--- config.mk ---
export PLATFORM = sky130hd
export DESIGN_NAME = mem_arbiter_ctrl
export DESIGN_NICKNAME = d
export VERILOG_FILES = /design/src/rtl/mem_arbiter_ctrl.sv
export SDC_FILE = /design/constraint.sdc
export NUM_CORES = 1
export LEC_CHECK = 0
export ABC_AREA = 1
export ABC_CLOCK_PERIOD_IN_PS = 1700
export BUFFER_PORTS_ARGS = -buffer_cell sky130_fd_sc_hd__clkbuf_2
export CORE_MARGIN = 2
export CORE_UTILIZATION = 50
export CTS_CLUSTER_DIAMETER = 100
export DETAILED_ROUTE_END_ITERATION = 10
export HOLD_SLACK_MARGIN = 0.12
export MAX_ROUTING_LAYER = met4
export PLACE_DENSITY = 0.81
export RECOVER_POWER = 25
export SYNTH_ARGS = -nofsm -noshare
export SYNTH_HDL_FRONTEND = slang
export SYNTH_SLANG_ARGS = --single-unit
export TNS_END_PERCENT = 1
--- constraint.sdc ---
create_clock -name CLK -period 1.7 [get_ports CLK]
set_clock_uncertainty 0.05 [all_clocks]
set_input_delay 0.34 -clock CLK [delete_from_list [all_inputs] [get_ports CLK]]
set_output_delay 0.34 -clock CLK [all_outputs]
set_load 0.01 [all_outputs]
--- src/rtl/mem_arbiter_ctrl.sv ---
`default_nettype none
// ============================================================================
// Module      : mem_arbiter_ctrl (plus cpu_types_pkg)
// Description : Responder end of the cache-to-memory interface. Serialises
//               instruction-fetch and data requests from one CPU's caches
//               onto a single-ported, variable-latency RAM. Only one
//               transaction is in flight at a time.
//
// Ports       :
//   CLK, nRST              clock (rising edge), async active-low reset
//   iREN, iaddr            instruction read request / word address
//   iwait, iload           low for one cycle when iload holds fetched data
//   dREN, dWEN, daddr,     data read / write request, address, write data
//   dstore
//   dwait, dload           low for one cycle on read data valid / write done
//   ramREN, ramWEN,        RAM strobes, address and write data (registered)
//   ramaddr, ramstore
//   ramload, ramstate      RAM read data and FREE/BUSY/ACCESS/ERROR status
//   merr                   sticky: RAM errors exceeded RETRY_MAX on an access
//   icount, dcount,        (MEMCTRL_STATS_EN only) delivered instruction
//   errcount               responses, delivered data responses, RAM ERROR
//                          cycles; each 32 bits, wrapping
//
// Parameters  : CPUS (must be 1), RETRY_MAX (ERROR responses tolerated)
// Build macro : MEMCTRL_STATS_EN enables the statistics counters and ports
// Revision    : 1.0 - initial release
// ============================================================================

package cpu_types_pkg;
    typedef enum logic [1:0] {
        FREE   = 2'd0,
        BUSY   = 2'd1,
        ACCESS = 2'd2,
        ERROR  = 2'd3
    } ramstate_t;
endpackage

module mem_arbiter_ctrl
    import cpu_types_pkg::*;
#(
    parameter int CPUS      = 1,
    parameter int RETRY_MAX = 4
) (
    input  logic        CLK,
    input  logic        nRST,
    input  logic        iREN,
    input  logic [31:0] iaddr,
    output logic        iwait,
    output logic [31:0] iload,
    input  logic        dREN,
    input  logic        dWEN,
    input  logic [31:0] daddr,
    input  logic [31:0] dstore,
    output logic        dwait,
    output logic [31:0] dload,
    output logic        ramREN,
    output logic        ramWEN,
    output logic [31:0] ramaddr,
    output logic [31:0] ramstore,
    input  logic [31:0] ramload,
    input  ramstate_t   ramstate,
`ifdef MEMCTRL_STATS_EN
    output logic [31:0] icount,
    output logic [31:0] dcount,
    output logic [31:0] errcount,
`endif
    output logic        merr
);

    // Counter holds 0..RETRY_MAX; the access is abandoned on the error that
    // would push it past RETRY_MAX.
    localparam int                 c_CNT_W     = $clog2(RETRY_MAX + 2);
    localparam logic [c_CNT_W-1:0] c_RETRY_LIM = c_CNT_W'(RETRY_MAX);
    localparam logic [31:0]        c_ERR_LOAD  = 32'hBAD0_BAD0;

    generate
        if (CPUS != 1) begin : g_cpus_check
            $error("mem_arbiter_ctrl supports CPUS == 1 only");
        end
    endgenerate

    typedef enum logic [2:0] {
        S_IDLE   = 3'd0,
        S_IREAD  = 3'd1,
        S_DREAD  = 3'd2,
        S_DWRITE = 3'd3,
        S_IRESP  = 3'd4,
        S_DRESP  = 3'd5
    } state_t;

    state_t               state_q,    state_d;
    logic [31:0]          iload_q,    iload_d;
    logic [31:0]          dload_q,    dload_d;
    logic                 ramREN_q,   ramREN_d;
    logic                 ramWEN_q,   ramWEN_d;
    logic [31:0]          addr_q,     addr_d;
    logic [31:0]          wdata_q,    wdata_d;
    logic                 merr_q,     merr_d;
    logic [c_CNT_W-1:0]   retry_q,    retry_d;
    logic                 abort_q,    abort_d;
    logic                 prefer_i_q, prefer_i_d;
`ifdef MEMCTRL_STATS_EN
    logic [31:0]          icount_q,   icount_d;
    logic [31:0]          dcount_q,   dcount_d;
    logic [31:0]          errcount_q, errcount_d;
`endif

    logic                 w_live;
    logic                 w_in_access;
    logic                 w_give_up;
    logic                 w_done;
    logic [31:0]          w_load;

    always_comb begin
        state_d    = state_q;
        iload_d    = iload_q;
        dload_d    = dload_q;
        ramREN_d   = ramREN_q;
        ramWEN_d   = ramWEN_q;
        addr_d     = addr_q;
        wdata_d    = wdata_q;
        merr_d     = merr_q;
        retry_d    = retry_q;
        abort_d    = abort_q;
        prefer_i_d = prefer_i_q;
        w_done     = 1'b0;
        w_load     = ramload;

        // A request is still "live" only while its enable is held and the
        // address it presents is the one latched at grant.
        case (state_q)
            S_IREAD:  w_live = iREN && (iaddr == addr_q);
            S_DREAD:  w_live = dREN && (daddr == addr_q);
            S_DWRITE: w_live = dWEN && (daddr == addr_q);
            default:  w_live = 1'b0;
        endcase

        w_in_access = (state_q == S_IREAD) || (state_q == S_DREAD) ||
                      (state_q == S_DWRITE);
        w_give_up   = (ramstate == ERROR) && (retry_q >= c_RETRY_LIM);

        case (state_q)
            S_IDLE: begin
                retry_d = '0;
                abort_d = 1'b0;
                // One-shot alternation: right after a data response a pending
                // fetch wins even against a new data request.
                if (prefer_i_q && iREN) begin
                    state_d    = S_IREAD;
                    addr_d     = iaddr;
                    ramREN_d   = 1'b1;
                    prefer_i_d = 1'b0;
                end else if (dWEN) begin
                    state_d    = S_DWRITE;
                    addr_d     = daddr;
                    wdata_d    = dstore;
                    ramWEN_d   = 1'b1;
                    prefer_i_d = 1'b0;
                end else if (dREN) begin
                    state_d    = S_DREAD;
                    addr_d     = daddr;
                    ramREN_d   = 1'b1;
                    prefer_i_d = 1'b0;
                end else if (iREN) begin
                    state_d    = S_IREAD;
                    addr_d     = iaddr;
                    ramREN_d   = 1'b1;
                    prefer_i_d = 1'b0;
                end
            end
            S_IREAD, S_DREAD, S_DWRITE: begin
                if (!w_live) begin
                    abort_d = 1'b1;
                end
                if (ramstate == ACCESS) begin
                    w_done = 1'b1;
                end else if (ramstate == ERROR) begin
                    if (w_give_up) begin
                        merr_d = 1'b1;
                        w_done = 1'b1;
                        w_load = c_ERR_LOAD;
                    end else begin
                        // Strobe stays asserted, so the RAM sees the same
                        // access reissued on the next cycle.
                        retry_d = retry_q + c_CNT_W'(1);
                    end
                end
            end
            S_IRESP: begin
                state_d = S_IDLE;
                retry_d = '0;
            end
            S_DRESP: begin
                state_d    = S_IDLE;
                retry_d    = '0;
                prefer_i_d = iREN;
            end
            default: begin
                state_d = S_IDLE;
            end
        endcase

        if (w_done) begin
            ramREN_d = 1'b0;
            ramWEN_d = 1'b0;
            retry_d  = '0;
            abort_d  = 1'b0;
            if (state_q == S_IREAD) begin
                iload_d = w_load;
            end
            if (state_q == S_DREAD) begin
                dload_d = w_load;
            end
            // A withdrawn request completes on the RAM but never pulses wait.
            if (abort_q || !w_live) begin
                state_d = S_IDLE;
            end else if (state_q == S_IREAD) begin
                state_d = S_IRESP;
            end else begin
                state_d = S_DRESP;
            end
        end

`ifdef MEMCTRL_STATS_EN
        icount_d   = icount_q   + {31'd0, (state_q == S_IRESP)};
        dcount_d   = dcount_q   + {31'd0, (state_q == S_DRESP)};
        errcount_d = errcount_q + {31'd0, (w_in_access && (ramstate == ERROR))};
`endif
    end

    always_ff @(posedge CLK or negedge nRST) begin
        if (!nRST) begin
            state_q    <= S_IDLE;
            iload_q    <= '0;
            dload_q    <= '0;
            ramREN_q   <= 1'b0;
            ramWEN_q   <= 1'b0;
            addr_q     <= '0;
            wdata_q    <= '0;
            merr_q     <= 1'b0;
            retry_q    <= '0;
            abort_q    <= 1'b0;
            prefer_i_q <= 1'b0;
`ifdef MEMCTRL_STATS_EN
            icount_q   <= '0;
            dcount_q   <= '0;
            errcount_q <= '0;
`endif
        end else begin
            state_q    <= state_d;
            iload_q    <= iload_d;
            dload_q    <= dload_d;
            ramREN_q   <= ramREN_d;
            ramWEN_q   <= ramWEN_d;
            addr_q     <= addr_d;
            wdata_q    <= wdata_d;
            merr_q     <= merr_d;
            retry_q    <= retry_d;
            abort_q    <= abort_d;
            prefer_i_q <= prefer_i_d;
`ifdef MEMCTRL_STATS_EN
            icount_q   <= icount_d;
            dcount_q   <= dcount_d;
            errcount_q <= errcount_d;
`endif
        end
    end

    // Wait lines decode straight from state; only one RESP state exists at a
    // time, so the two can never be low together.
    assign iwait    = (state_q != S_IRESP);
    assign dwait    = (state_q != S_DRESP);
    assign iload    = iload_q;
    assign dload    = dload_q;
    assign ramREN   = ramREN_q;
    assign ramWEN   = ramWEN_q;
    assign ramaddr  = addr_q;
    assign ramstore = wdata_q;
    assign merr     = merr_q;
`ifdef MEMCTRL_STATS_EN
    assign icount   = icount_q;
    assign dcount   = dcount_q;
    assign errcount = errcount_q;
`endif

endmodule
`default_nettype wire

==> results of run 1 <==
==> logic make-up (layout without fill, tap and decap cells) <==
kind of cell	Yosys count	after routing	share of synthesized area [%]
AOI/OAI and AO/OA	153	153	12.2
xor gates and xnor gates	17	17	2.05
adders and majority gates	1	1	0.172
buffers and inverters	154	507	8.84
DFF	139	139	47.9
muxes	32	32	4.96
and+or+nand+nor	420	420	23.9
==> registers in the layout, indices dropped and copies added, names as in the netlist <==
signal	count
ramWEN	1
abort_q	1
ramstore	32
dload	32
ramREN	1
iload	32
merr	1
ramaddr	32
prefer_i_q	1
retry_q	3
state_q	3
==> final timing paths <==
path                             start           to  slack (ps)  depth (start not counted)
max                         state_q[1]        dwait          -1                          4
min                          iaddr[16]  ramaddr[16]         130                          3
max reg2reg                ramaddr[16]      abort_q          50                          8
min reg2reg                       merr         merr         410                          2
max in group asynchronous         nRST    dload[24]         210                          3
min in group asynchronous         nRST   ramaddr[5]         520                          2
==> cell type report <==
type                            count  area [sq um]
Clock buffer                       18           439
Clock inverter                     14           153
Fill cell                        1112          4160
Inverter                          119           454
Multi-Input combinational cell    623          3180
Sequential cell                   139          3480
Tap cell                          184           230
Timing Repair Buffer              356          2270
==> cell usage after synthesis (all sizes together) <==
library cell / count / area share [%]
and2: 1 / 0.086
xor2: 1 / 0.12
o211ai: 26 / 2.7
nand2: 258 / 13
inv: 119 / 6.1
a21boi: 2 / 0.21
nor2: 113 / 6.4
or2: 3 / 0.26
a31oi: 33 / 2.8
a21oi: 12 / 0.83
o22ai: 4 / 0.34
nand4: 13 / 1.2
buf: 27 / 2.3
nand3b: 1 / 0.10
nand3: 27 / 1.9
xnor2: 16 / 1.9
mux2: 32 / 5.0
ha: 1 / 0.17
a22oi: 1 / 0.10
dfrtp: 139 / 48
clkbuf: 8 / 0.41
o21ai: 75 / 5.2
nor3: 2 / 0.29
nor2b: 2 / 0.17
==> power by group <==
| part | switching [uW] | leakage (uW) | internal [uW] |
|---|---|---|---|
| Sequential | 1170 | 0.00165 | 4920 |
| Combinational | 4670 | 0.00348 | 3390 |
| Clock | 1610 | 0.000293 | 2120 |
| Total | 7450 | 0.00543 | 10400 |
==> through the flow <==
stage / cell area, sq um / setup WS [ps] / util, % / power [uW]
4_1_cts: 10200 / 11.1 / 71.0 / 17800
3_5_place_dp: 8980 / 79.3 / 62.5 / 13900
5_1_grt: 10200 / -63.0 / 71.1 / 19100
6_report: 10200 / -1.44 / 71.1 / 17900
2_1_floorplan: 7260 / 157 / - / 10600
3_3_place_gp: 8980 / 105 / 62.5 / 13700
==> what timing repair did <==
| item | 4_1_cts | 5_1_grt |
|---|---|---|
| resized for setup | 5 | 8 |
| setup buffers | 0 | 2 |
| cloned | 0 | 0 |
| hold endpoints to repair | 192 | 0 |
| hold buffers | 60 | 0 |
| pin swaps | 0 | 3 |
| setup endpoints to repair | 1 | 52 |
==> tightest hold or removal path: stages <==
cell,delay [ps]
clkbuf_2,100
a21oi_1,60
nor2_1,70
==> layer usage <==
metal / routed length [um] / global-route usage [%] / vias up
met5: 0 / - / -
met4: 571 / 10.4 / 0
met3: 1940 / 6.79 / 53
met2: 10900 / 49.0 / 350
met1: 9230 / 37.7 / 3385
li1: - / - / 3616
==> flow_summary.toml, run 1 <==
[layout]
areaGrowthSynthToFinish_pct = 40.6
layout-drive-gt1-share_pct = 30.3
n_antenna_cell = 0
nNetsFinal = 1392
final_common_cell = "clkbuf_2"
fin_cells = 1453
mostFrequentLayoutCells = "clkbuf_2 (267), nand2_1 (256), dfrtp_1 (138), inv_1 (112), nor2_1 (105)"

[floorplan]
die_h_um = 125
rows = 44
ios = 268
die_area_sq_um = 15500
core_sq_um = 14400
floorplan.initialDensity_pct = 50.5
chipWidth_um = 125

[synth]
syn-cell-area_sq_um = 7260
syn_avg_cell_area_sq_um = 7.93
synth_nets = 1052
yosys_warnings = 0
yosysUniqueCellTypes = 39
synth_seq_cells = 139
syn_inst = 916
yosysSeqAreaShare_pct = 47.9

[worst_setup_path]
crit_slowest_cell = "dfrtp_1"
path_buf_inv = 3
end_kind = "output pin"
worstPathRequired_ps = 1310
path_max_fanout = 4
cp_top_family = "flip-flops"
crit_path_start_kind = "flop"
crit_chain = "buf_6, inv_6, nand3_2, clkbuf_8"
max_stage_delay_ps = 420
cp.arrival_ps = 1310
crit_type = "flop to output pin"

[global_routing]
grt-ovfl-total = 0
track_usage_pct = 30.2
grt_antenna_before_repair = 0
grt_max_degree = 50
grt_pass1_wl_mm = 36.3
grt_pass1_vias = 7427

[status]
outcome = "finished, violations left"
violations = "setup timing"

[timing]
rsz0062_at_grt = "yes"
holdWs_ps = 131
finalCriticalPeriod_ps = 1700
max_slew_margin_pct = 42.5
timing.fmax_ghz = 0.588
maxSlewViolCount = 0
tightest_slew_ps = 862
final_hold_viol_count = 0
tns_ps = -1.44
fin_crit_sh_pct = 100
final-setup-viol-count = 1
setup_slack_ps = -1.44

[power]
p_leak_uw = 0.00543
powerDensity_nw_per_um2 = 1750
max-vdd-ir-drop_mv = 1.15

[drt]
routed-via-count = 7404
via_per_inst = 5.10
dr.first_iter.drc_count = 533
routed_wl_mm = 22.7
remaining_drc_errors = 0
dr.pass1.iters = 5
avgRoutedWirePerCell_um = 15.6
final_antenna_net_count = 0

[place]
gp_congestion = 1.03
dp.cells = 1359
io_buffers = 267
dp_hpwl_mm = 16.4

[cts]
path_clk_slew_ps = 70
numCtsBuffers = 17
cts.htree.levels = 4
clockRootBuffer = "clkbuf_16"
clkSinkCount = 139
insertion_delay_ps = 420
clock_path_buffers = 2
cts_tree = "built"

[hold_path]
hp-class = "input pin to flop"

[flow_run]
cap_viol_max_count = 0
No activity file was read; power rests on OpenSTA's default activity.
==> run 2, diff against run 1 <==
--- a/config.mk
+++ b/config.mk
@@ -5,16 +5,17 @@
 export SDC_FILE = /design/constraint.sdc
 export NUM_CORES = 1
 export LEC_CHECK = 0
-export ABC_AREA = 1
 export ABC_CLOCK_PERIOD_IN_PS = 1700
 export BUFFER_PORTS_ARGS = -buffer_cell sky130_fd_sc_hd__clkbuf_2
+export CELL_PAD_IN_SITES_DETAIL_PLACEMENT = 1
+export CELL_PAD_IN_SITES_GLOBAL_PLACEMENT = 1
 export CORE_MARGIN = 2
-export CORE_UTILIZATION = 50
+export CORE_UTILIZATION = 36
 export CTS_CLUSTER_DIAMETER = 100
 export DETAILED_ROUTE_END_ITERATION = 10
 export HOLD_SLACK_MARGIN = 0.12
 export MAX_ROUTING_LAYER = met4
-export PLACE_DENSITY = 0.81
+export PLACE_DENSITY_LB_ADDON = 0.1
 export RECOVER_POWER = 25
 export SYNTH_ARGS = -nofsm -noshare
 export SYNTH_HDL_FRONTEND = slang
==> run 2 against run 1 <==
- the flow still finishes with violations (setup timing)
- cell area fell by 2.7%
- worst setup slack got worse by 460 ps
- global-route usage fell by 5.3 points
- worst hold slack got worse by 8.7 ps
- register-to-register slack got worse by 520 ps
- flip-flop and latch count did not move
- clock power fell by 3%
- non-clock buffer count rose by 33
- via count fell by 15%
- total power rose by 2.2%
- synthesized area fell by 11%
- count of clock-buffer cells in the layout rose by 2
==> flow_summary.toml, run 2 <==
[status]
outcome = "finished, violations left"
violations = "setup timing"

[worst_setup_path]
cp-startpoint = "ramaddr[21]"
cp.arrival_ps = 2420
crit_slowest_cell = "or4_4"
crit_end = "abort_q"
cp_num_cells = 5
crit_type = "flop to flop"
crit_chain = "xnor2_2, nand4_1, or4_4, or4_1, and3_1"
end_kind = "flop"
timing.rr.end = "abort_q"
crit_path_start_kind = "flop"
cp_top_family = "simple AND/OR/NAND/NOR gates"
path_max_fanout = 2
worstPathRequired_ps = 1950
rr_worst_depth = 5
reg2reg_slack_ps = -470
path_buf_inv = 0
r2r_start = "ramaddr[21]"
max_stage_delay_ps = 540

[synth]
synth_seq_cells = 139
syn-cell-area_sq_um = 6460
syn_avg_cell_area_sq_um = 10.2
yosys_warnings = 0
synth_most_common_cell = "dfrtp_1"
synth_nets = 769
yosys.area.top_type_share_pct = 53.8
postSynth.asyncResetShare_pct = 100
yosysSeqAreaShare_pct = 53.8
synth_area_leaders = "dfrtp_1 (54%), xnor2_1 (7.9%), mux2_2 (5.6%), mux2i_1 (5.1%), nand2_1 (5.1%)"
yosysUniqueCellTypes = 35
synth_common_cells = "dfrtp_1 (139), nand2_1 (87), o21ai_0 (65)"
synth_area_leader_cell = "dfrtp_1"
syn_inst = 633
synth_edf_count = 0
synthFlopType = "dfrtp_1"

[hold_path]
hp-class = "input pin to flop"

[layout]
mostFrequentLayoutCells = "clkbuf_2 (267), dfrtp_1 (139), nand2_1 (84), buf_4 (71), nor2_1 (53)"
layout-drive-gt1-share_pct = 44.8
fin_area_sq_um = 9930
areaGrowthSynthToFinish_pct = 53.7
nNetsFinal = 1145
n_antenna_cell = 0
final_common_cell = "clkbuf_2"

[drt]
via_per_inst = 5.02
avgRoutedWirePerCell_um = 18.5
routed-via-count = 6262
routed_wl_mm = 23.1
final_antenna_net_count = 0
dr.first_iter.drc_count = 206
remaining_drc_errors = 0
dr.pass1.iters = 4

[global_routing]
grt_antenna_before_repair = 0
grt-ovfl-total = 0
grt_pass1_wl_mm = 35.0
grt_pass1_vias = 6852
track_usage_pct = 24.9
grt_max_degree = 65

[floorplan]
rows = 48
die_h_um = 138
chipWidth_um = 138
die_area_sq_um = 19000
core_sq_um = 17400
floorplan.initialDensity_pct = 37.1
ios = 268

[cts]
clock_path_buffers = 2
path_clk_slew_ps = 60
cts.htree.levels = 4
clkSinkCount = 139
numCtsBuffers = 17
cts_tree = "built"
insertion_delay_ps = 420
clockRootBuffer = "clkbuf_16"

[timing]
timing.fmax_ghz = 0.462
rsz0062_at_grt = "yes"
maxSlewViolCount = 0
finalCriticalPeriod_ps = 2170
setup_slack_ps = -466
max_slew_margin_pct = 36.2
holdWs_ps = 122
tightest_slew_ps = 957
fin_crit_sh_pct = 127
final-setup-viol-count = 7
final_hold_viol_count = 0

[place]
dp_hpwl_mm = 17.2
gp_congestion = 0.886
io_buffers = 267
post_dp_cell_area_sq_um = 8740

[flow_run]
cap_viol_max_count = 0

[power]
powerDensity_nw_per_um2 = 1840
p_leak_uw = 0.00487
max-vdd-ir-drop_mv = 0.846
-- run 2: cell type report --
cell class / count / area [sq um]
clock buffers: 20 / 457
repair buffers: 389 / 2480
fillers: 2014 / 7480
clock inverters: 12 / 115
flip-flops and latches: 139 / 3480
multi-input cells: 457 / 3100
well taps: 225 / 282
inverters: 5 / 18.8
-- run 2: power breakdown --
part	leakage (uW)	switching [uW]	internal (uW)
clock	0.000279	1500	2110
sequential	0.00167	1010	4890
combinational	0.00292	4610	4150
total	0.00487	7120	11100
-- run 2: timing repair --
| action | in CTS | in global routing |
|---|---|---|
| endpoints found under the hold margin | 72 | 0 |
| hold buffers | 39 | 0 |
| resized for setup | 27 | 37 |
| setup buffers | 0 | 0 |
| cloned | 0 | 0 |
| pin swaps | 7 | 8 |
| setup endpoints to repair | 120 | 112 |
-- run 2: worst min path at each step --
stage           startpoint  slack, ps          end  depth (start not counted)
2_1_floorplan         nRST         -6      abort_q                          0
3_3_place_gp          nRST        210    dload[16]                          1
3_5_place_dp          nRST        210    iload[16]                          1
4_1_cts        ramload[26]        120    iload[26]                          3
5_1_grt          dstore[4]        130  ramstore[4]                          2
6_report       ramload[26]        120    dload[26]                          3
-- run 2: kinds of logic (layout without fill, tap and decap cells) --
logic type	after synthesis	count (layout)	share of synthesized area (%)
buffers and inverters	37	426	2.30
XOR/XNOR	65	65	8.81
AO/OA/AOI/OAI	114	114	9.14
multiplexers	65	65	10.7
flip-flops	139	139	53.8
adder cells (fa/ha/maj)	1	1	0.194
AND/OR/NAND/NOR	212	212	15.1
-- run 2: routing by layer --
layer	vias to the layer above	part of all wire (%)	track usage [%]
met5	-	0	-
met4	0	2.4	10.2
met3	44	5.9	4.97
met2	204	51	42.3
met1	3073	41	29.1
li1	2941	-	-
-- run 2: per-stage QoR --
stage               TNS [ps]  worst slack, ps  utilization [%]  cells  total power, uW
floorplan              -7790             -342                -    633             9750
global placement       -9830             -576             50.2   1176            13700
detailed placement    -13860             -611             50.2   1176            14200
CTS                     -948             -460             56.5   1247            18200
global route           -3300             -498             57.0   1247            19400
finish                  -830             -466             57.0   1247            18300
-- run 2: worst reg2reg max path: cells and delay by family, from the launching register on --
family / cells / cell delay [ps]
DFF: 1 / 410
and+or+nand+nor: 4 / 1380
xor gates and xnor gates: 1 / 220
==> run 3, diff against run 2 <==
--- a/config.mk
+++ b/config.mk
@@ -15,7 +15,7 @@
 export DETAILED_ROUTE_END_ITERATION = 10
 export HOLD_SLACK_MARGIN = 0.12
 export MAX_ROUTING_LAYER = met4
-export PLACE_DENSITY_LB_ADDON = 0.1
+export PLACE_DENSITY = 0.92
 export RECOVER_POWER = 25
 export SYNTH_ARGS = -nofsm -noshare
 export SYNTH_HDL_FRONTEND = slang
==> run 3 against run 2 <==
- the flow still finishes with violations (setup timing)
- total power grew 3.2%
- first-iteration DRC count grew 41%
- count of clock-buffer cells in the layout shrank 3
- largest cell class unchanged
==> flow_summary.toml, run 3 (synthesized netlist as in run 2, its figures left out) <==
[worst_setup_path]
path_max_fanout = 2
max_stage_delay_ps = 560
reg2reg_slack_ps = -550
crit_slowest_cell = "or4_1"
r2r_start = "ramaddr[31]"
cp-startpoint = "ramaddr[31]"
crit_top_cell = "or4_1"
timing.rr.end = "abort_q"
crit_path_start_kind = "flop"
cp.arrival_ps = 2500
worstPathRequired_ps = 1950
end_kind = "flop"
crit_type = "flop to flop"
rr_worst_depth = 5
crit_chain = "xnor2_2, nand4_2, or4_1, or4_1, and3_1"

[timing]
setup_slack_ps = -547
maxSlewViolCount = 0
tightest_slew_ps = 819
max_slew_margin_pct = 45.4
fin_crit_sh_pct = 132
final-setup-viol-count = 47
timing.fmax_ghz = 0.445
rsz0062_at_grt = "yes"
finalCriticalPeriod_ps = 2250
final_hold_viol_count = 0
tns_ps = -4010

[hold_path]
hp-class = "input pin to flop"
hp-start = "ramload[10]"
holdPathStages = 3
holdPathEnd = "iload[10]"

[place]
dp_hpwl_mm = 18.5
place_ws_ps = -610
gp_congestion = 0.909
io_buffers = 267

[layout]
mostFrequentLayoutCells = "clkbuf_2 (267), dfrtp_1 (139), nand2_1 (86), buf_4 (70), nor2_1 (46)"
final_common_cell = "clkbuf_2"
nNetsFinal = 1139
areaGrowthSynthToFinish_pct = 53.5
nFillCells = 1985
layout-drive-gt1-share_pct = 46.4

[global_routing]
grt_max_degree = 65
grt_antenna_before_repair = 0
grt_pass1_vias = 7404
grt-ovfl-total = 0
track_usage_pct = 30.0
grt_pass1_wl_mm = 41.2

[drt]
avgRoutedWirePerCell_um = 22.6
routed-via-count = 6700
dr.first_iter.drc_count = 291
via_per_inst = 5.39
dr.pass1.iters = 5
final_antenna_net_count = 0
remaining_drc_errors = 0
routed_wl_mm = 28.1

[cts]
cts_tree = "built"
clkSinkCount = 139
clockRootBuffer = "clkbuf_16"
clock_path_buffers = 2
numCtsBuffers = 17
cts.htree.levels = 4
path_clk_slew_ps = 70
insertion_delay_ps = 430

[status]
outcome = "finished, violations left"
violations = "setup timing"

[floorplan]
ios = 268
chipWidth_um = 138
floorplan.initialDensity_pct = 37.1
die_area_sq_um = 19000
die_h_um = 138
rows = 48
core_sq_um = 17400

[power]
p_leak_uw = 0.00485
powerDensity_nw_per_um2 = 1900
max-vdd-ir-drop_mv = 0.890

[flow_run]
cap_viol_max_count = 0
run 3: cell count changes in the layout (fill, tap and decap cells not counted), sizes merged:
cell         before  now
clkbuf          287  285
inv               8   12
bufinv            1    0
clkinv            6    4
clkinvlp          2    4
dlygate4sd3      39   32
diode             0    1
run 3: worst max-delay path by stage:
stage | slack [ps] | end | depth (start not counted)
after global placement | -530 | abort_q | 6
after detailed placement | -610 | abort_q | 6
final | -550 | abort_q | 5
after floorplan | -340 | abort_q | 5
after CTS | -450 | abort_q | 5
after global routing | -530 | abort_q | 6
run 3: stage by stage:
step	total power, uW	cells	area [sq um]	util [%]	hold slack (ps)
4_1_cts	18400	1241	9860	56.6	120
5_1_grt	19800	1241	9920	57.0	126
2_1_floorplan	9750	633	6490	-	-5.59
3_5_place_dp	14200	1176	8770	50.4	195
6_report	18900	1242	9920	57.0	117
3_3_place_gp	13600	1176	8770	50.4	194
run 3: layer usage:
layer	routed length [um]	GRT usage [%]
met1	10200	31.3
met3	2010	6.65
met5	0	-
met2	14200	50.9
met4	1710	20.1
run 3: power by group:
| group | leakage, uW | total (uW) | switching [uW] | internal (uW) |
|---|---|---|---|---|
| clock | 0.000264 | 3590 | 1670 | 1920 |
| sequential | 0.00167 | 6040 | 1150 | 4880 |
| combinational | 0.00291 | 9220 | 5080 | 4150 |
| total | 0.00485 | 18900 | 7900 | 11000 |
run 3: area by class of cell:
type,count,area (sq um),area share (%)
Sequential cell,139,3480,35.1
Multi-Input combinational cell,457,3150,31.8
Timing Repair Buffer,383,2430,24.5
Clock buffer,17,425,4.29
Tap cell,225,282,2.84
Clock inverter,15,133,1.34
Inverter,5,18.8,0.189
Antenna cell,1,2.50,0.0252
run 3: critical path: cells and delay by family (launching register included):
family,cells,cell delay [ps]
flip-flops,1,430
XOR/XNOR,1,310
AND/OR/NAND/NOR,4,1340
run 3: repair_timing:
item,CTS,global route
pin swaps,5,5
buffers inserted,1,0
hold buffers,32,0
setup endpoints to repair,114,133
hold endpoints to repair,105,0
resized for setup,37,38
